<file path="src/rtl/wb_dma_engine_if.sv">
// Wishbone classic bus bundle. The DMA uses one instance as its register
// responder port and another as its copy master port.
interface wb_dma_engine_if #(
   parameter int AW = 32,
   parameter int DW = 32
);
   logic          cyc;
   logic          stb;
   logic          we;
   logic [AW-1:0] addr;
   logic [DW-1:0] dat_w;
   logic [DW-1:0] dat_r;
   logic          ack;

   modport master (output cyc, stb, we, addr, dat_w, input dat_r, ack);
   modport slave  (input cyc, stb, we, addr, dat_w, output dat_r, ack);
endinterface

</file>
<file path="src/rtl/wb_dma_engine.sv">
// Word-copy DMA engine: register responder on cfg, read-then-write Wishbone
// master on m, level interrupt on completion or master timeout.
module wb_dma_engine #(
   parameter int ADDR_WIDTH     = 32,
   parameter int DATA_WIDTH     = 32,
   parameter int LEN_WIDTH      = 16,
   parameter int TIMEOUT_CYCLES = 1024
) (
   input  logic            clk,
   input  logic            rst,
   wb_dma_engine_if.slave  cfg,
   wb_dma_engine_if.master m,
   output logic            irq_o
);
   localparam int TW = $clog2(TIMEOUT_CYCLES + 1);

   typedef enum logic [1:0] {
      S_IDLE  = 2'd0,
      S_READ  = 2'd1,
      S_WRITE = 2'd2
   } state_e;

   state_e                state_q, state_d;
   logic                  ack_q, ack_d;
   logic [31:0]           rdata_q, rdata_d;
   logic [ADDR_WIDTH-1:0] src_q, src_d, dst_q, dst_d;
   logic [ADDR_WIDTH-1:0] wsrc_q, wsrc_d, wdst_q, wdst_d;
   logic [LEN_WIDTH-1:0]  len_q, len_d, rem_q, rem_d;
   logic                  ien_q, ien_d, done_q, done_d, err_q, err_d, busy_q, busy_d;
   logic [DATA_WIDTH-1:0] buf_q, buf_d;
   logic [TW-1:0]         tmo_q, tmo_d;
   logic                  m_cyc_q, m_cyc_d, m_we_q, m_we_d;
   logic [ADDR_WIDTH-1:0] m_addr_q, m_addr_d;
   logic [DATA_WIDTH-1:0] m_dat_q, m_dat_d;
   logic                  irq_q, irq_d;

   logic cfg_acc_s, cfg_wr_s, ctrl_wr_s, start_s, abort_s, clear_s;
   logic m_ack_s, tmo_hit_s;
   logic unused_s;

   assign cfg_acc_s = cfg.cyc & cfg.stb & ~ack_q;
   assign cfg_wr_s  = cfg_acc_s & cfg.we;
   assign ctrl_wr_s = cfg_wr_s & (cfg.addr[3:2] == 2'd3);
   assign start_s   = ctrl_wr_s & cfg.dat_w[0];
   assign abort_s   = ctrl_wr_s & cfg.dat_w[1];
   assign clear_s   = ctrl_wr_s & cfg.dat_w[2];
   assign m_ack_s   = m_cyc_q & m.ack;
   assign tmo_hit_s = m_cyc_q & ~m.ack & (tmo_q == TW'(TIMEOUT_CYCLES - 1));
   assign unused_s  = ^{cfg.addr[31:4], cfg.addr[1:0]};

   // Register port decode, flag updates and copy sequencer next state.
   always_comb begin
      state_d  = state_q;
      src_d    = src_q;
      dst_d    = dst_q;
      len_d    = len_q;
      ien_d    = ien_q;
      done_d   = done_q;
      err_d    = err_q;
      busy_d   = busy_q;
      wsrc_d   = wsrc_q;
      wdst_d   = wdst_q;
      rem_d    = rem_q;
      buf_d    = buf_q;
      m_cyc_d  = m_cyc_q;
      m_we_d   = m_we_q;
      m_addr_d = m_addr_q;
      m_dat_d  = m_dat_q;
      rdata_d  = 32'd0;
      ack_d    = cfg_acc_s;
      tmo_d    = (m_cyc_q && !m.ack) ? tmo_q + TW'(1) : TW'(0);

      if (cfg_acc_s && !cfg.we) begin
         case (cfg.addr[3:2])
            2'd0:    rdata_d = 32'(src_q);
            2'd1:    rdata_d = 32'(dst_q);
            2'd2:    rdata_d = 32'(len_q);
            2'd3:    rdata_d = {16'(rem_q), 12'd0, ien_q, err_q, done_q, busy_q};
            default: rdata_d = 32'd0;
         endcase
      end else begin
         rdata_d = 32'd0;
      end

      // Programming registers are frozen for the duration of a transfer.
      if (cfg_wr_s && !busy_q) begin
         case (cfg.addr[3:2])
            2'd0:    src_d = {cfg.dat_w[ADDR_WIDTH-1:2], 2'b00};
            2'd1:    dst_d = {cfg.dat_w[ADDR_WIDTH-1:2], 2'b00};
            2'd2:    len_d = cfg.dat_w[LEN_WIDTH-1:0];
            default: len_d = len_q;
         endcase
      end else begin
         len_d = len_q;
      end

      if (ctrl_wr_s) begin
         ien_d = cfg.dat_w[3];
      end else begin
         ien_d = ien_q;
      end

      if (clear_s) begin
         done_d = 1'b0;
         err_d  = 1'b0;
      end else begin
         done_d = done_q;
         err_d  = err_q;
      end

      case (state_q)
         S_IDLE: begin
            if (start_s) begin
               done_d = 1'b0;
               err_d  = 1'b0;
               wsrc_d = src_q;
               wdst_d = dst_q;
               rem_d  = len_q;
               if (len_q == '0) begin
                  done_d = 1'b1;
               end else begin
                  busy_d   = 1'b1;
                  state_d  = S_READ;
                  m_cyc_d  = 1'b1;
                  m_we_d   = 1'b0;
                  m_addr_d = src_q;
               end
            end else begin
               state_d = S_IDLE;
            end
         end
         S_READ, S_WRITE: begin
            // Abort outranks a same-cycle ack, which is then simply dropped.
            if (abort_s) begin
               state_d = S_IDLE;
               busy_d  = 1'b0;
               done_d  = 1'b0;
               err_d   = 1'b0;
               m_cyc_d = 1'b0;
               m_we_d  = 1'b0;
            end else if (tmo_hit_s) begin
               state_d = S_IDLE;
               busy_d  = 1'b0;
               err_d   = 1'b1;
               m_cyc_d = 1'b0;
               m_we_d  = 1'b0;
            end else if (state_q == S_READ) begin
               if (m_ack_s) begin
                  buf_d   = m.dat_r;
                  m_cyc_d = 1'b0;
                  state_d = S_WRITE;
               end else begin
                  state_d = S_READ;
               end
            end else if (!m_cyc_q) begin
               m_cyc_d  = 1'b1;
               m_we_d   = 1'b1;
               m_addr_d = wdst_q;
               m_dat_d  = buf_q;
            end else if (m_ack_s) begin
               wsrc_d = wsrc_q + ADDR_WIDTH'(4);
               wdst_d = wdst_q + ADDR_WIDTH'(4);
               rem_d  = rem_q - LEN_WIDTH'(1);
               m_we_d = 1'b0;
               if (rem_q == LEN_WIDTH'(1)) begin
                  state_d = S_IDLE;
                  busy_d  = 1'b0;
                  done_d  = 1'b1;
                  m_cyc_d = 1'b0;
               end else begin
                  state_d  = S_READ;
                  m_addr_d = wsrc_q + ADDR_WIDTH'(4);
               end
            end else begin
               state_d = state_q;
            end
         end
         default: state_d = S_IDLE;
      endcase

      irq_d = ien_d & (done_d | err_d);
   end

   // All state, including the registered bus outputs, clears asynchronously.
   always_ff @(posedge clk or posedge rst) begin
      if (rst) begin
         state_q  <= S_IDLE;
         ack_q    <= 1'b0;
         rdata_q  <= 32'd0;
         src_q    <= '0;
         dst_q    <= '0;
         len_q    <= '0;
         ien_q    <= 1'b0;
         done_q   <= 1'b0;
         err_q    <= 1'b0;
         busy_q   <= 1'b0;
         wsrc_q   <= '0;
         wdst_q   <= '0;
         rem_q    <= '0;
         buf_q    <= '0;
         tmo_q    <= '0;
         m_cyc_q  <= 1'b0;
         m_we_q   <= 1'b0;
         m_addr_q <= '0;
         m_dat_q  <= '0;
         irq_q    <= 1'b0;
      end else begin
         state_q  <= state_d;
         ack_q    <= ack_d;
         rdata_q  <= rdata_d;
         src_q    <= src_d;
         dst_q    <= dst_d;
         len_q    <= len_d;
         ien_q    <= ien_d;
         done_q   <= done_d;
         err_q    <= err_d;
         busy_q   <= busy_d;
         wsrc_q   <= wsrc_d;
         wdst_q   <= wdst_d;
         rem_q    <= rem_d;
         buf_q    <= buf_d;
         tmo_q    <= tmo_d;
         m_cyc_q  <= m_cyc_d;
         m_we_q   <= m_we_d;
         m_addr_q <= m_addr_d;
         m_dat_q  <= m_dat_d;
         irq_q    <= irq_d;
      end
   end

   assign cfg.ack   = ack_q;
   assign cfg.dat_r = rdata_q;
   assign m.cyc     = m_cyc_q;
   assign m.stb     = m_cyc_q;
   assign m.we      = m_we_q;
   assign m.addr    = m_addr_q;
   assign m.dat_w   = m_dat_q;
   assign irq_o     = irq_q;
endmodule

</file>
<file path="src/flat_wrapper.sv">
// flat-port wrapper written by rule: the top's interface ports become plain ports
module wb_dma_engine_flat 
#(
   parameter int ADDR_WIDTH     = 32,
   parameter int DATA_WIDTH     = 32,
   parameter int LEN_WIDTH      = 16,
   parameter int TIMEOUT_CYCLES = 1024
)
  (clk, rst, irq_o, cfg_cyc, cfg_stb, cfg_we, cfg_addr, cfg_dat_w, cfg_dat_r, cfg_ack, m_cyc, m_stb, m_we, m_addr, m_dat_w, m_dat_r, m_ack);
  wb_dma_engine_if #(.AW(32), .DW(32)) cfg_i ();
  wb_dma_engine_if #(.AW(32), .DW(32)) m_i ();
  input  logic clk;
  input  logic rst;
  output logic irq_o;
  input wire logic [$bits(cfg_i.cyc)-1:0] cfg_cyc;
  input wire logic [$bits(cfg_i.stb)-1:0] cfg_stb;
  input wire logic [$bits(cfg_i.we)-1:0] cfg_we;
  input wire logic [$bits(cfg_i.addr)-1:0] cfg_addr;
  input wire logic [$bits(cfg_i.dat_w)-1:0] cfg_dat_w;
  output wire logic [$bits(cfg_i.dat_r)-1:0] cfg_dat_r;
  output wire logic [$bits(cfg_i.ack)-1:0] cfg_ack;
  output wire logic [$bits(m_i.cyc)-1:0] m_cyc;
  output wire logic [$bits(m_i.stb)-1:0] m_stb;
  output wire logic [$bits(m_i.we)-1:0] m_we;
  output wire logic [$bits(m_i.addr)-1:0] m_addr;
  output wire logic [$bits(m_i.dat_w)-1:0] m_dat_w;
  input wire logic [$bits(m_i.dat_r)-1:0] m_dat_r;
  input wire logic [$bits(m_i.ack)-1:0] m_ack;
  assign cfg_i.cyc = cfg_cyc;
  assign cfg_i.stb = cfg_stb;
  assign cfg_i.we = cfg_we;
  assign cfg_i.addr = cfg_addr;
  assign cfg_i.dat_w = cfg_dat_w;
  assign cfg_dat_r = cfg_i.dat_r;
  assign cfg_ack = cfg_i.ack;
  assign m_cyc = m_i.cyc;
  assign m_stb = m_i.stb;
  assign m_we = m_i.we;
  assign m_addr = m_i.addr;
  assign m_dat_w = m_i.dat_w;
  assign m_i.dat_r = m_dat_r;
  assign m_i.ack = m_ack;
  wb_dma_engine #(.ADDR_WIDTH(ADDR_WIDTH), .DATA_WIDTH(DATA_WIDTH), .LEN_WIDTH(LEN_WIDTH), .TIMEOUT_CYCLES(TIMEOUT_CYCLES)) u_core (.clk(clk), .rst(rst), .cfg(cfg_i), .m(m_i), .irq_o(irq_o));
endmodule
</file>
<file path="config.mk">
export PLATFORM = sky130hd
export DESIGN_NAME = wb_dma_engine_flat
export DESIGN_NICKNAME = d
export VERILOG_FILES = /design/src/rtl/wb_dma_engine_if.sv /design/src/rtl/wb_dma_engine.sv /design/src/flat_wrapper.sv
export SDC_FILE = /design/constraint.sdc
export NUM_CORES = 1
export LEC_CHECK = 0
export CAP_MARGIN = 10
export CORE_MARGIN = 2
export CORE_UTILIZATION = 60
export CTS_BUF_LIST = sky130_fd_sc_hd__clkbuf_4 sky130_fd_sc_hd__clkbuf_8
export CTS_CLUSTER_DIAMETER = 200
export DETAILED_ROUTE_END_ITERATION = 10
export PLACE_DENSITY = 0.86
export SLEW_MARGIN = 20
export SYNTH_ARGS = -nofsm -noshare
export SYNTH_HDL_FRONTEND = slang
export SYNTH_SLANG_ARGS = --single-unit
</file>
<file path="constraint.sdc">
create_clock -name clk -period 26.6 [get_ports clk]
set_clock_uncertainty 0.05 [all_clocks]
set_input_delay 7.98 -clock clk [delete_from_list [all_inputs] [get_ports clk]]
set_output_delay 7.98 -clock clk [all_outputs]
set_load 0.01 [all_outputs]
</file>
After elaboration in Yosys (flattened, before gate mapping):

Cells that the tools add are included.

* output and inout bits: 101
* register bits after elaboration: 305
* input port bits: 102
* word-level logic and storage cells: 172

* bitwise operators: 18
* add/sub/neg operators: 4
* eq/ne operators: 25
* reductions and logical operators: 22
* muxes and demuxes: 83

Operator list (number)
* $mux 32: 21
* $pmux 32 s2: 3
* $pmux 32 s4: 1
* $mux 16: 6
* $add 32x3->32 const B: 2
* $mux 1: 36
* $pmux 16 s2: 1
* $eq 16x1->1 const B: 1
* $logic_not 16->1: 1
* $mux 2: 8
* $sub 16x1->16 const B: 1
* $reduce_and 5->1: 3
* $reduce_and 7->1: 2
* $ne 4x1->1 const B: 3
* $add 11x1->11 const B: 1
* $and 1x1->1: 11
* $eq 11x10->1 const B: 1
* $mux 11: 1
* $ne 5x1->1 const B: 2
* $pmux 1 s2: 5
* $ne 3x3->1 const B: 3
* $ne 2x2->1 const B: 4
* $reduce_and 8->1: 1
* $eq 2x2->1 const B: 3
* 16 further kinds: 31

Longest topological paths before layout:

Gate-level depths: netlist (run 1).

* depth after elaboration: 15
* depth in mapped cells: 9

Least setup slack after synthesis (run 1):

OpenSTA, ideal clock, no wires.

* kind: input-to-reg
* start point: in cfg_addr[3]
* end point: reg u_core.len_q[0]
* setup slack: 17017 ps
* stages: 5
* arrival time: 9408 ps
* required time: 26425 ps
* cell sequence: buf_2 -> nor2b_1 -> nor3b_2 -> buf_2 -> mux2_2

* cells in the longest elaborated chain, start to end: 2

RTL lines
* start: declaration: line flat_wrapper.sv:18 `input wire logic [$bits(cfg_i.addr)-1:0] cfg_addr;`
* $eq 2x2->1: line wb_dma_engine.sv:87 `case (cfg.addr[3:2])`
* $reduce_and 2->1 (no source line)
* end signal: assignment: line wb_dma_engine.sv:213 `len_q <= len_d;`
* end: declaration: line wb_dma_engine.sv:28 `logic [LEN_WIDTH-1:0] len_q, len_d, rem_q, rem_d;`

Every way passes these cells.
A chain may end at the register's enable or synchronous reset.

Worst setup path after layout (run 1):

* start point: in cfg_addr[3]
* end point: reg u_core.m_addr_q[13], in the netlist u_core.m.addr[13]

* cells in the longest elaborated chain, start to end: 5
* elaborated cells on any way between the ends: 7
* classes of those cells: eq/ne: 3; bitwise: 3; reduce/logical: 1

RTL lines
* $eq 2x2->1 *: line wb_dma_engine.sv:43 `assign ctrl_wr_s = cfg_wr_s & (cfg.addr[3:2] == 2'd3);`
* $and 1x1->1 *: line wb_dma_engine.sv:43
* $and 1x1->1 (on tied branches): line wb_dma_engine.sv:45, wb_dma_engine.sv:44
* $ne 2x2->1 (no source line) / $ne 2x1->1 (equally long branches)
* $reduce_and 8->1 (no source line) *
* end signal: assignment: line wb_dma_engine.sv:225 `m_addr_q <= m_addr_d;`
* end: declaration: line wb_dma_engine.sv:33 `logic [ADDR_WIDTH-1:0] m_addr_q, m_addr_d;`

Mark *: on every way between the ends. The rest lies on a longest branch, timed or not.

==> results of run 1 <==
-- cells by family after synthesis --
| kind of cell | after synthesis |
|---|---|
| AOI/OAI and AO/OA | 397 |
| xor gates and xnor gates | 16 |
| adders and majority gates | 9 |
| buffers and inverters | 135 |
| DFF | 300 |
| muxes | 191 |
| and+or+nand+nor | 403 |
-- power groups by stage --
| stage | Combinational (mW) | Sequential (mW) | Clock (mW) |
|---|---|---|---|
| 2_1_floorplan | 0.565 | 0.733 | 0 |
| 3_3_place_gp | 0.760 | 0.760 | 0 |
| 3_5_place_dp | 0.793 | 0.772 | 0 |
| 4_1_cts | 0.800 | 0.769 | 0.451 |
| 5_1_grt | 0.880 | 0.792 | 0.473 |
| 6_report | 0.812 | 0.777 | 0.446 |
-- per-stage QoR --
stage                     instances  hold slack [ns]  setup slack [ns]  power (mW)
after floorplan                1451            0.374             10.28        1.30
after global routing           1956            0.436             15.96        2.15
after global placement         1866            0.389             15.51        1.52
final                          1956            0.405             16.05        2.03
after CTS                      1956            0.409             16.00        2.02
after detailed placement       1866            0.401             15.42        1.57
-- final timing paths --
kind                                   start                 to  slack (ns)  cells after the start
max                              cfg_addr[3]  u_core.m.addr[13]       16.05                      8
min                          u_core.tmo_q[0]    u_core.tmo_q[0]        0.40                      1
max reg2reg                u_core.state_q[0]  u_core.m.addr[13]       23.01                      8
min reg2reg                  u_core.tmo_q[0]    u_core.tmo_q[0]        0.40                      1
max in group asynchronous                rst  u_core.m.addr[24]       17.16                      3
min in group asynchronous                rst  u_core.wsrc_q[25]        7.89                      2
-- cells in the mapped netlist (13+ instances only) --
cell type and count:
nand4_1 22, buf_2 40, and3_1 20, o21ai_0 68, dfrtp_1 300, nor4_1 13, buf_1 16, nand3_1 45
a21oi_1 136, mux2i_1 41, clkbuf_1 46, nor3_1 15, a31oi_1 22, inv_1 26, a2bb2oi_1 15, o22a_1 19
nor2_1 129, o22ai_1 30, nand2_1 78, mux2_2 148
-- sequential cells by signal (all words and copies together) (netlist names), 2 cells and up --
register	flops
u_core.dst_q	30
u_core.wsrc_q	30
u_core.rem_q	16
u_core.state_q	2
u_core.tmo_q	11
u_core.buf_q	32
u_core.len_q	16
u_core.cfg.dat_r	32
u_core.src_q	30
u_core.m.addr	31
u_core.wdst_q	30
u_core.m.dat_w	32
-- cells in the final DEF, fill, tap and decap left out, types with 6 or more instances in the layout --
| cell type | Yosys | final |
|---|---|---|
| or3_1 | 12 | 11 |
| nand2_1 | 78 | 78 |
| nor2b_1 | 10 | 9 |
| and4_1 | 10 | 10 |
| nor4_1 | 13 | 12 |
| nor2_1 | 129 | 128 |
| nand3_1 | 45 | 45 |
| dfrtp_1 | 300 | 300 |
| buf_4 | 2 | 21 |
| nand2b_1 | 6 | 6 |
| o21a_1 | 11 | 11 |
| o22ai_1 | 30 | 30 |
| clkbuf_8 | 0 | 65 |
| clkbuf_4 | 0 | 18 |
| mux2i_1 | 41 | 41 |
| a21oi_1 | 136 | 136 |
| a2bb2oi_1 | 15 | 15 |
| xnor2_1 | 11 | 11 |
| mux2_2 | 148 | 148 |
| a31oi_2 | 10 | 10 |
| a21o_1 | 9 | 9 |
| o22a_1 | 19 | 19 |
| nand4_1 | 22 | 22 |
| clkdlybuf4s50_1 | 0 | 171 |
| a22oi_1 | 8 | 8 |
| nor3_1 | 15 | 14 |
| a31oi_1 | 22 | 22 |
| inv_1 | 26 | 25 |
| ha_1 | 9 | 8 |
| a211oi_1 | 7 | 7 |
| a41oi_1 | 10 | 10 |
| and3_1 | 20 | 20 |
| and2_1 | 12 | 12 |
| o31a_1 | 6 | 6 |
| o21ai_0 | 68 | 68 |
-- layer usage --
metal,vias up,part of all wire (%)
met5,-,0
met4,0,5.9
met3,168,9.2
met2,750,48
met1,6337,37
li1,5612,-
-- cell type report --
class | instances | area (um2)
timing repair buffer | 193 | 1870
fill | 1711 | 6890
clock inverter | 7 | 85.1
clock buffer | 83 | 1030
tap | 330 | 413
sequential | 300 | 7510
inverter | 27 | 109
multi-input combinational | 1016 | 7130
==> implementation parameters, run 1 <==
Parameter                              Value

Global route
  Global Route met3 Usage    7.52%
  M2 GR Usage    52.1%
  Wire length of the first global-routing pass    67,900 um
  Total routing resource utilization after global routing    32.3%
  Met1 routing resource usage after global routing    40.1%
  Antenna violations before repair    0
  Layer with the highest usage after global routing    met2
  Largest net degree at the start of global routing    110
  Via count of the first global-routing pass    12,900
  GRT overflow    0

Route
  DR vias/cell    6.58
  Post-route antenna net violation count    0
  Vias    12,900
  Average detailed-routed wire length per instance    21.8 um
  Remaining DRCs    0
  First-pass iteration count of the detailed router    6
  Detailed-route wire length    42,700 um
  Iteration-0 DRC Markers    1,288

Pwr
  Largest voltage drop on the vdd net    0.0000856 V
  Sequential power share    38.2%
  Fraction of power consumed by combinational cells    39.9%
  Proportion of power drawn by the clock network    21.9%
  Leakage power    7.73 nW
  Sw Share    39.8%
  Switching power    0.810 mW
  Internal Power    1.23 mW
  Power per standard cell area    112 nW/um2

Timing
  Setup repair after global routing missed its margin    no
  Final slew viol count    0
  Setup Total Neg Slack    0 ns
  Final setup violating endpoints    0
  Number of hold-slack violations in the final timing report    0
  Max Freq    94.8 MHz
  Final critical delay including setup and external delays    10.55 ns
  Slew margin rel.    22.0%
  Transition time at the pin with the least slew margin    1.17 ns
  Tcrit/Tclk final    39.7%

Die
  Die height    163 um
  Floorplan die width    163 um
  Area of the placeable core    25,000 um2
  Count of standard-cell rows    58
  Die area    26,600 um2
  Starting density of the core    60.6%
  Boundary pin count    203

Min path
  Path category of the worst min-delay check    reg -> reg

Synth
  Syn_nets    1,562
  Post-synth EDFFs    0
  Yosys top cell by area    dfrtp_1
  Prevailing post-synth register cell    dfrtp_1
  Xor/xnor share of the synthesized area    0.923%
  Average cell area after synthesis    10.5 um2
  Fraction of the mapped netlist area in compound gates    17.2%
  Dominant combinational cell family by area after synthesis    compound AO/OA/AOI/OAI gates
  Synth warnings    0
  Synthesized flop and latch total    300
  FFs w/ async S/R, synth    100%
  Top area cells in the synthesized netlist    dfrtp_1 (49%), mux2_2 (11%), a21oi_1 (4.5%)
  Sequential cell area fraction in the yosys report    49.5%
  Top cell type's share of synthesized area    49.5%
  Mapped Cells    1,451
  Number of distinct library cells after synthesis    85
  Netlist area before placement    15,200 um2
  Simple-Gate Fraction of Synth Area    13.8%
  Multiplexer share of the synthesized area    14.0%
  Adder and majority cell fraction of the synthesized area    0.742%

Setup path
  Largest stage delay on the critical path    0.71 ns
  Cell with the most instances on the worst path    buf_4
  CP Max Fanout    39
  Buffer and inverter count on the worst path    3
  WS Path Type    in -> reg
  Arrival time reported for the critical path endpoint    10.96 ns
  Slowest cell on the critical path    nor2_4
  Crit-path cells    clkdlybuf4s50_1 > buf_4 > nand4b_1 > o22ai_2 > o21ai_1 > buf_4 > nor2_4 > mux2_2
  Required time at the worst-slack endpoint    27.02 ns
  Top cell family by delay on the critical path    buffers and inverters
  Kind of end point of the critical path    flip-flop
  Kind of launch point of the worst setup path    input port

Final layout
  Final antenna diode count    0
  Nets    1,699
  Syn-to-layout area delta    19.6%
  Final core area utilization    72.5%
  Final Cell Area    18,100 um2
  Fraction of layout instances using a drive strength above 1    18.8%

Place
  Number of input and output port buffers inserted    172
  Post-DP HPWL    27,900 um
  Area post-placement    17,000 um2
  Final weighted congestion in routability-driven placement    0.897

Clock network
  Number of levels in the clock H-tree    2
  Worst-skew pair later-pin latency    0.60 ns
  CTS clk-pin slew, worst paths    0.06 ns
  Post-cts repair resize count    0
  Clock tree from TritonCTS    done
  Clock buffers created by TritonCTS    50
  Clock tree buffer depth    3
  Clock tree root driver cell    clkbuf_8
  Post-CTS Setup Bufs    0
  Hold_buf cts    0
  Number of clock sinks    300

Run
  Number of max-capacitance violations reported    0

Status
  Status    finished clean
Note: power is estimated with default switching activity, not from simulation.
==> inputs of run 2 (changes only) <==
Settings changed: CORE_UTILIZATION 60 to 57, PLACE_DENSITY 0.86 to 0.82.
Clock period 26.6 ns to 10.21 ns, I/O delays scaled along.
==> run 2 against run 1 <==
The run now ends with design-rule violations left. Count of clock-buffer cells in the layout is 1 lower. Largest cell class unchanged. Worst setup slack got worse by 12 ns. Die area is 5.1% higher. Cell area is 0.17% lower. Core utilization is 3.2 points lower. Via count is 2.7% lower. Register-to-register slack worse by 16 ns. Total power grew to 2.6 times the previous value. Critical path depth is 1 lower. Sequential power rose to 2.6 times the previous value.
==> implementation parameters, run 2 (synthesis results as in run 1) <==
Parameter                              Value

Setup path
  Required time at the worst-slack endpoint    10.61 ns (-16.41 ns)
  Largest stage delay on the critical path    0.82 ns (+0.11 ns)
  Capture point of the worst reg-to-reg path    u_core.m.addr[24]
  Depth of the critical timing path with buffers and inverters included    7 (-1)
  Arrival time reported for the critical path endpoint    6.06 ns (-4.90 ns)
  Slack of the worst reg-to-reg path    6.69 ns (-16.32 ns)
  Critical register-to-register path startpoint    u_core.state_q[0]
  Buffer and inverter count on the worst path    2 (-1)
  Slowest cell on the critical path    nor2_4
  WS Path Type    in -> reg
  Length in cells of the worst reg-to-reg path    8 (unchanged)
  Worst Setup SP    cfg_addr[3]
  CP Max Fanout    39 (unchanged)
  Crit-path cells    clkdlybuf4s50_1 > buf_4 > nand4b_1 > o22ai_2 > o21ai_1 > nor2_4 > mux2_2
  Endpoint of the most critical setup path    u_core.m.addr[5]
  Kind of end point of the critical path    flip-flop
  Top cell family by delay on the critical path    simple AND/OR/NAND/NOR gates
  Kind of launch point of the worst setup path    input port

Clock network
  Clock tree root driver cell    clkbuf_8
  Post-CTS Setup Bufs    0 (unchanged)
  Number of levels in the clock H-tree    2 (unchanged)
  Clock tree buffer depth    3 (unchanged)
  Post-cts repair resize count    0 (unchanged)
  Worst-skew pair later-pin latency    0.59 ns (about the same)
  Number of clock sinks    300 (unchanged)
  Hold_buf cts    0 (unchanged)
  Clock tree from TritonCTS    done
  CTS clk-pin slew, worst paths    0.06 ns (about the same)
  Clock buffers created by TritonCTS    49 (-2.0%)

Route
  Remaining DRCs    7 (+7)
  DR vias/cell    6.40 (-2.8%)
  Detailed-route wire length    40,500 um (-5.2%)
  Average detailed-routed wire length per instance    20.7 um (-5.2%)
  Iteration-0 DRC Markers    1,326 (+3.0%)
  First-pass iteration count of the detailed router    8 (+2)
  Post-route antenna net violation count    0 (unchanged)
  Vias    12,500 (-2.7%)

Global route
  GRT overflow    0 (unchanged)
  Largest net degree at the start of global routing    188 (+71%)
  Via count of the first global-routing pass    12,700 (-2.0%)
  Antenna violations before repair    0 (unchanged)
  Total routing resource utilization after global routing    29.0% (-3.3 points)
  Wire length of the first global-routing pass    65,500 um (-3.5%)

Timing
  Max Freq    177 MHz
  Tcrit/Tclk final    55.5%
  Worst hold slack    0.399 ns (-0.00609 ns)
  Final setup slack of the worst path    4.55 ns (-11.50 ns)
  Setup repair after global routing missed its margin    no
  Setup Total Neg Slack    0 ns (unchanged)
  Final setup violating endpoints    0 (unchanged)
  Transition time at the pin with the least slew margin    1.04 ns (-0.124 ns)
  Final critical delay including setup and external delays    5.66 ns
  Number of hold-slack violations in the final timing report    0 (unchanged)
  Slew margin rel.    30.3% (+8.3 points)
  Final slew viol count    0 (unchanged)

Pwr
  Internal Power    3.16 mW (+160%)
  Fraction of power consumed by combinational cells    40.1% (+0.2 points)
  Sequential power share    38.5% (+0.3 points)
  Largest voltage drop on the vdd net    0.000207 V (+140%)
  Leakage power    7.72 nW (-0.14%)
  Power per standard cell area    288 nW/um2 (+160%)
  Proportion of power drawn by the clock network    21.4% (-0.5 points)
  Switching power    2.06 mW (+150%)
  Sw Share    39.5% (-0.31 points)

Place
  Placement-stage worst setup slack    3.84 ns (-11.58 ns)
  Final weighted congestion in routability-driven placement    0.905 (+0.93%)
  Number of input and output port buffers inserted    172 (unchanged)
  Area post-placement    17,000 um2 (about the same)
  Post-DP HPWL    27,100 um (-2.8%)

Die
  Starting density of the core    58.1% (-2.5 points)
  Floorplan die width    167 um (+2.5%)
  Die height    167 um (+2.5%)
  Die area    27,900 um2 (+5.1%)
  Area of the placeable core    26,100 um2 (+4.4%)
  Count of standard-cell rows    59 (+1.7%)
  Boundary pin count    203 (unchanged)

Min path
  Path category of the worst min-delay check    reg -> reg

Status
  Status    finished, violations left
  Violations in the final reports    design-rule violations

Final layout
  Filler instances    1,945 (+14%)
  Area of all sequential standard cells    7510 um2 (unchanged)
  Final Cell Area    18,100 um2 (-0.17%)
  Multi-input combinational cell area    7130 um2 (about the same)
  Final antenna diode count    0 (unchanged)
  Nets    1,696 (-0.18%)
  Most common library cell in the layout ignoring fill and taps    dfrtp_1
  Fraction of layout instances using a drive strength above 1    18.5% (-0.32 points)
  Top library cells by usage in the layout, fill and taps aside    dfrtp_1 (300), clkdlybuf4s50_1 (171), mux2_2 (148), a21oi_1 (136), nor2_1 (128)
  Syn-to-layout area delta    19.3%

Run
  Number of max-capacitance violations reported    0 (unchanged)
[run 2: cell count changes in the layout (fill, tap and decap cells not counted), sizes merged]
| cell | before | now |
|---|---|---|
| bufinv | 1 | 0 |
| buf | 22 | 20 |
| inv | 28 | 27 |
| clkbuf | 83 | 82 |
| clkinv | 4 | 5 |
[run 2: worst min-delay path by stage]
stage,slack [ns],start,end,cells past startpoint
2_1_floorplan,0.37,u_core.tmo_q[0],u_core.tmo_q[0],1
3_3_place_gp,0.39,u_core.tmo_q[0],u_core.tmo_q[0],1
3_5_place_dp,0.39,u_core.tmo_q[0],u_core.tmo_q[0],1
4_1_cts,0.40,u_core.tmo_q[0],u_core.tmo_q[0],1
5_1_grt,0.42,u_core.tmo_q[0],u_core.tmo_q[0],1
6_report,0.40,u_core.tmo_q[0],u_core.tmo_q[0],1
[run 2: final cells by class]
class	count	share of cell area [%]
Sequential cell	300	41.4
Clock buffer	82	5.71
Multi-Input combinational cell	1016	39.4
Timing Repair Buffer	191	10.4
Clock inverter	6	0.187
Inverter	27	0.580
Tap cell	335	2.31
[run 2: metrics by stage]
| step | instances | total power, mW | util, % |
|---|---|---|---|
| floorplan | 1451 | 3.38 | - |
| global placement | 1868 | 3.97 | 65.1 |
| detailed placement | 1868 | 4.07 | 65.1 |
| CTS | 1956 | 5.21 | 69.2 |
| global route | 1957 | 5.54 | 69.3 |
| finish | 1957 | 5.22 | 69.3 |
[run 2: power groups by stage]
stage	logic, mW	registers (mW)	clock network, mW
4_1_cts	2.08	1.99	1.14
5_1_grt	2.28	2.06	1.20
2_1_floorplan	1.47	1.91	0
6_report	2.09	2.01	1.12
3_5_place_dp	2.07	2.01	0
3_3_place_gp	1.99	1.98	0
[run 2: worst reg2reg max path, stage by stage (launching register included)]
cell	delay [ns]
dfrtp_1	0.38
inv_1	0.11
ha_4	0.46
buf_4	0.65
buf_4	0.89
nor2b_1	0.23
a21oi_1	0.23
nand3_1	0.12
mux2_2	0.28
[run 2: routing by layer]
layer | global-route usage [%] | vias to the layer above | routed length (um)
met5 | 0 | - | 0
met1 | 35.3 | 6192 | 15600
li1 | - | 5627 | -
met2 | 49.8 | 567 | 20000
met4 | 14.3 | 0 | 1940
met3 | 5.58 | 132 | 2870
==> inputs of run 3 (changes only) <==
Clock period 10.21 ns to 5.7 ns, I/O delays scaled along.
==> run 3 against run 2 <==
The run still ends with design-rule violations left. Clock power up 89%. Count of clock-buffer cells in the layout unchanged. Worst hold slack about the same. Critical path type unchanged. Critical endpoint unchanged. Largest power group unchanged.
==> implementation parameters, run 3 (synthesis results as in run 1) <==
Parameter                              Value

Status
  Status    finished, violations left
  Violations in the final reports    design-rule violations

Route
  Remaining DRCs    7 (unchanged)
  Detailed-route wire length    40,700 um (+0.44%)
  DR vias/cell    6.43 (+0.53%)
  Vias    12,600 (+0.94%)
  First-pass iteration count of the detailed router    10 (+2)
  Average detailed-routed wire length per instance    20.7 um (about the same)
  Post-route antenna net violation count    0 (unchanged)
  Iteration-0 DRC Markers    1,297 (-2.2%)

Setup path
  Capture point of the worst reg-to-reg path    u_core.m.addr[16]
  WS Path Type    in -> reg
  Kind of end point of the critical path    flip-flop
  Critical register-to-register path startpoint    u_core.state_q[0]
  Length in cells of the worst reg-to-reg path    7 (-1)
  Slack of the worst reg-to-reg path    2.36 ns (-4.33 ns)
  Arrival time reported for the critical path endpoint    4.47 ns (-1.59 ns)
  Kind of launch point of the worst setup path    input port
  CP Max Fanout    26 (-33%)
  Required time at the worst-slack endpoint    6.10 ns (-4.51 ns)

Min path
  Path category of the worst min-delay check    reg -> reg
  Startpoint of the worst hold path    u_core.tmo_q[0]
  Hold Crit Endpoint    u_core.tmo_q[0]
  Number of cells on the worst hold path    1 (unchanged)

Clock network
  Clock buffers created by TritonCTS    49 (unchanged)
  Clock tree from TritonCTS    done
  Post-CTS Setup Bufs    0 (unchanged)
  Clock tree root driver cell    clkbuf_8
  Number of clock sinks    300 (unchanged)
  Worst-skew pair later-pin latency    0.58 ns (about the same)
  Post-cts repair resize count    0 (unchanged)
  Hold_buf cts    0 (unchanged)
  CTS clk-pin slew, worst paths    0.06 ns (about the same)
  Number of levels in the clock H-tree    2 (unchanged)
  Clock tree buffer depth    3 (unchanged)

Global route
  Via count of the first global-routing pass    12,400 (-2.5%)
  Wire length of the first global-routing pass    64,700 um (-1.2%)
  Layer with the highest usage after global routing    met2
  Met1 routing resource usage after global routing    36.7% (+1.3 points)
  GRT overflow    0 (unchanged)
  M2 GR Usage    47.7% (-2.1 points)
  Largest net degree at the start of global routing    197 (+4.8%)
  Total routing resource utilization after global routing    28.8% (-0.27 points)
  Global Route met3 Usage    5.55% (-0.024 points)
  Antenna violations before repair    0 (unchanged)

Timing
  Tcrit/Tclk final    71.3%
  Max Freq    246 MHz
  Number of hold-slack violations in the final timing report    0 (unchanged)
  Worst hold slack    0.398 ns (-0.000378 ns)
  Setup repair after global routing missed its margin    no
  Final setup slack of the worst path    1.64 ns (-2.91 ns)
  Final critical delay including setup and external delays    4.06 ns
  Final slew viol count    0 (unchanged)
  Final setup violating endpoints    0 (unchanged)
  Setup Total Neg Slack    0 ns (unchanged)
  Slew margin rel.    29.7% (-0.63 points)
  Transition time at the pin with the least slew margin    1.05 ns (+0.00939 ns)

Die
  Die area    27,900 um2 (unchanged)
  Starting density of the core    58.1% (unchanged)
  Count of standard-cell rows    59 (unchanged)
  Boundary pin count    203 (unchanged)
  Floorplan die width    167 um (unchanged)
  Area of the placeable core    26,100 um2 (unchanged)
  Die height    167 um (unchanged)

Final layout
  Final antenna diode count    0 (unchanged)
  Syn-to-layout area delta    20.3%
  Fraction of layout instances using a drive strength above 1    18.8% (+0.34 points)
  Top library cells by usage in the layout, fill and taps aside    dfrtp_1 (300), clkdlybuf4s50_1 (171), mux2_2 (148), a21oi_1 (136), nor2_1 (129)
  Nets    1,701 (+0.29%)
  Final Instance Count excl. Fillers    1,965 (+0.41%)
  Most common library cell in the layout ignoring fill and taps    dfrtp_1

Pwr
  Sequential power share    37.9% (-0.6 points)
  Switching power    3.73 mW (+81%)
  Fraction of power consumed by combinational cells    39.8% (-0.3 points)
  Internal Power    5.80 mW (+83%)
  Sw Share    39.1% (-0.35 points)
  Largest voltage drop on the vdd net    0.000305 V (+47%)
  Leakage power    7.78 nW (+0.75%)
  Post-layout power    9.52 mW (+82%)
  Proportion of power drawn by the clock network    22.3% (+0.9 points)
  Power per standard cell area    522 nW/um2 (+81%)

Place
  Placement-stage worst setup slack    1.10 ns (-2.73 ns)
  Number of input and output port buffers inserted    172 (unchanged)
  Count of placed standard cells including taps    1,873 (+0.27%)
  Post-DP HPWL    27,200 um (about the same)
  Final weighted congestion in routability-driven placement    0.925 (+2.2%)

Run
  Number of max-capacitance violations reported    0 (unchanged)
[run 3: worst max-delay path, stage by stage]
cell and delay (ns):
clkdlybuf4s50_1 0.54, nand4b_4 0.23, o22ai_2 0.37, o21ai_1 0.39, nor2_4 0.80, mux2_2 0.41
[run 3: final cells by class]
cell class | count | area [um2]
multi-input cells | 1016 | 7120
fillers | 1891 | 7880
clock inverters | 9 | 97.6
flip-flops and latches | 300 | 7510
repair buffers | 196 | 1950
well taps | 335 | 419
clock buffers | 82 | 1050
inverters | 27 | 105
[run 3: worst max path at each step]
stage	from	end	slack [ns]	cells after the start
6_report	cfg_we	u_core.m.addr[5]	1.64	6
5_1_grt	cfg_we	u_core.m.addr[26]	1.51	6
4_1_cts	cfg_we	u_core.m.addr[26]	1.70	6
3_5_place_dp	cfg_we	u_core.m.addr[5]	1.10	6
3_3_place_gp	cfg_we	u_core.m.addr[26]	1.14	6
2_1_floorplan	rst	u_core.buf_q[0]	-0.05	1
[run 3: per-layer routing]
metal	wire, um	part of all wire, %	vias to the layer above
met5	0	0	-
met4	1800	4.4	0
met3	3470	8.5	120
met2	19900	49	677
met1	15500	38	6216
li1	-	-	5623
[run 3: through the flow]
step / utilization (%) / cell area, um2
after floorplan: - / 15200
after global placement: 65.4 / 17100
after detailed placement: 65.4 / 17100
after CTS: 69.7 / 18200
after global routing: 69.8 / 18300
final: 69.8 / 18300
[run 3: power by group through the flow]
stage	sequential (mW)	combinational, mW	clock, mW
finish	3.61	3.79	2.12
floorplan	3.42	2.64	0
detailed placement	3.60	3.73	0
global placement	3.55	3.59	0
global route	3.68	4.12	2.25
CTS	3.57	3.76	2.15
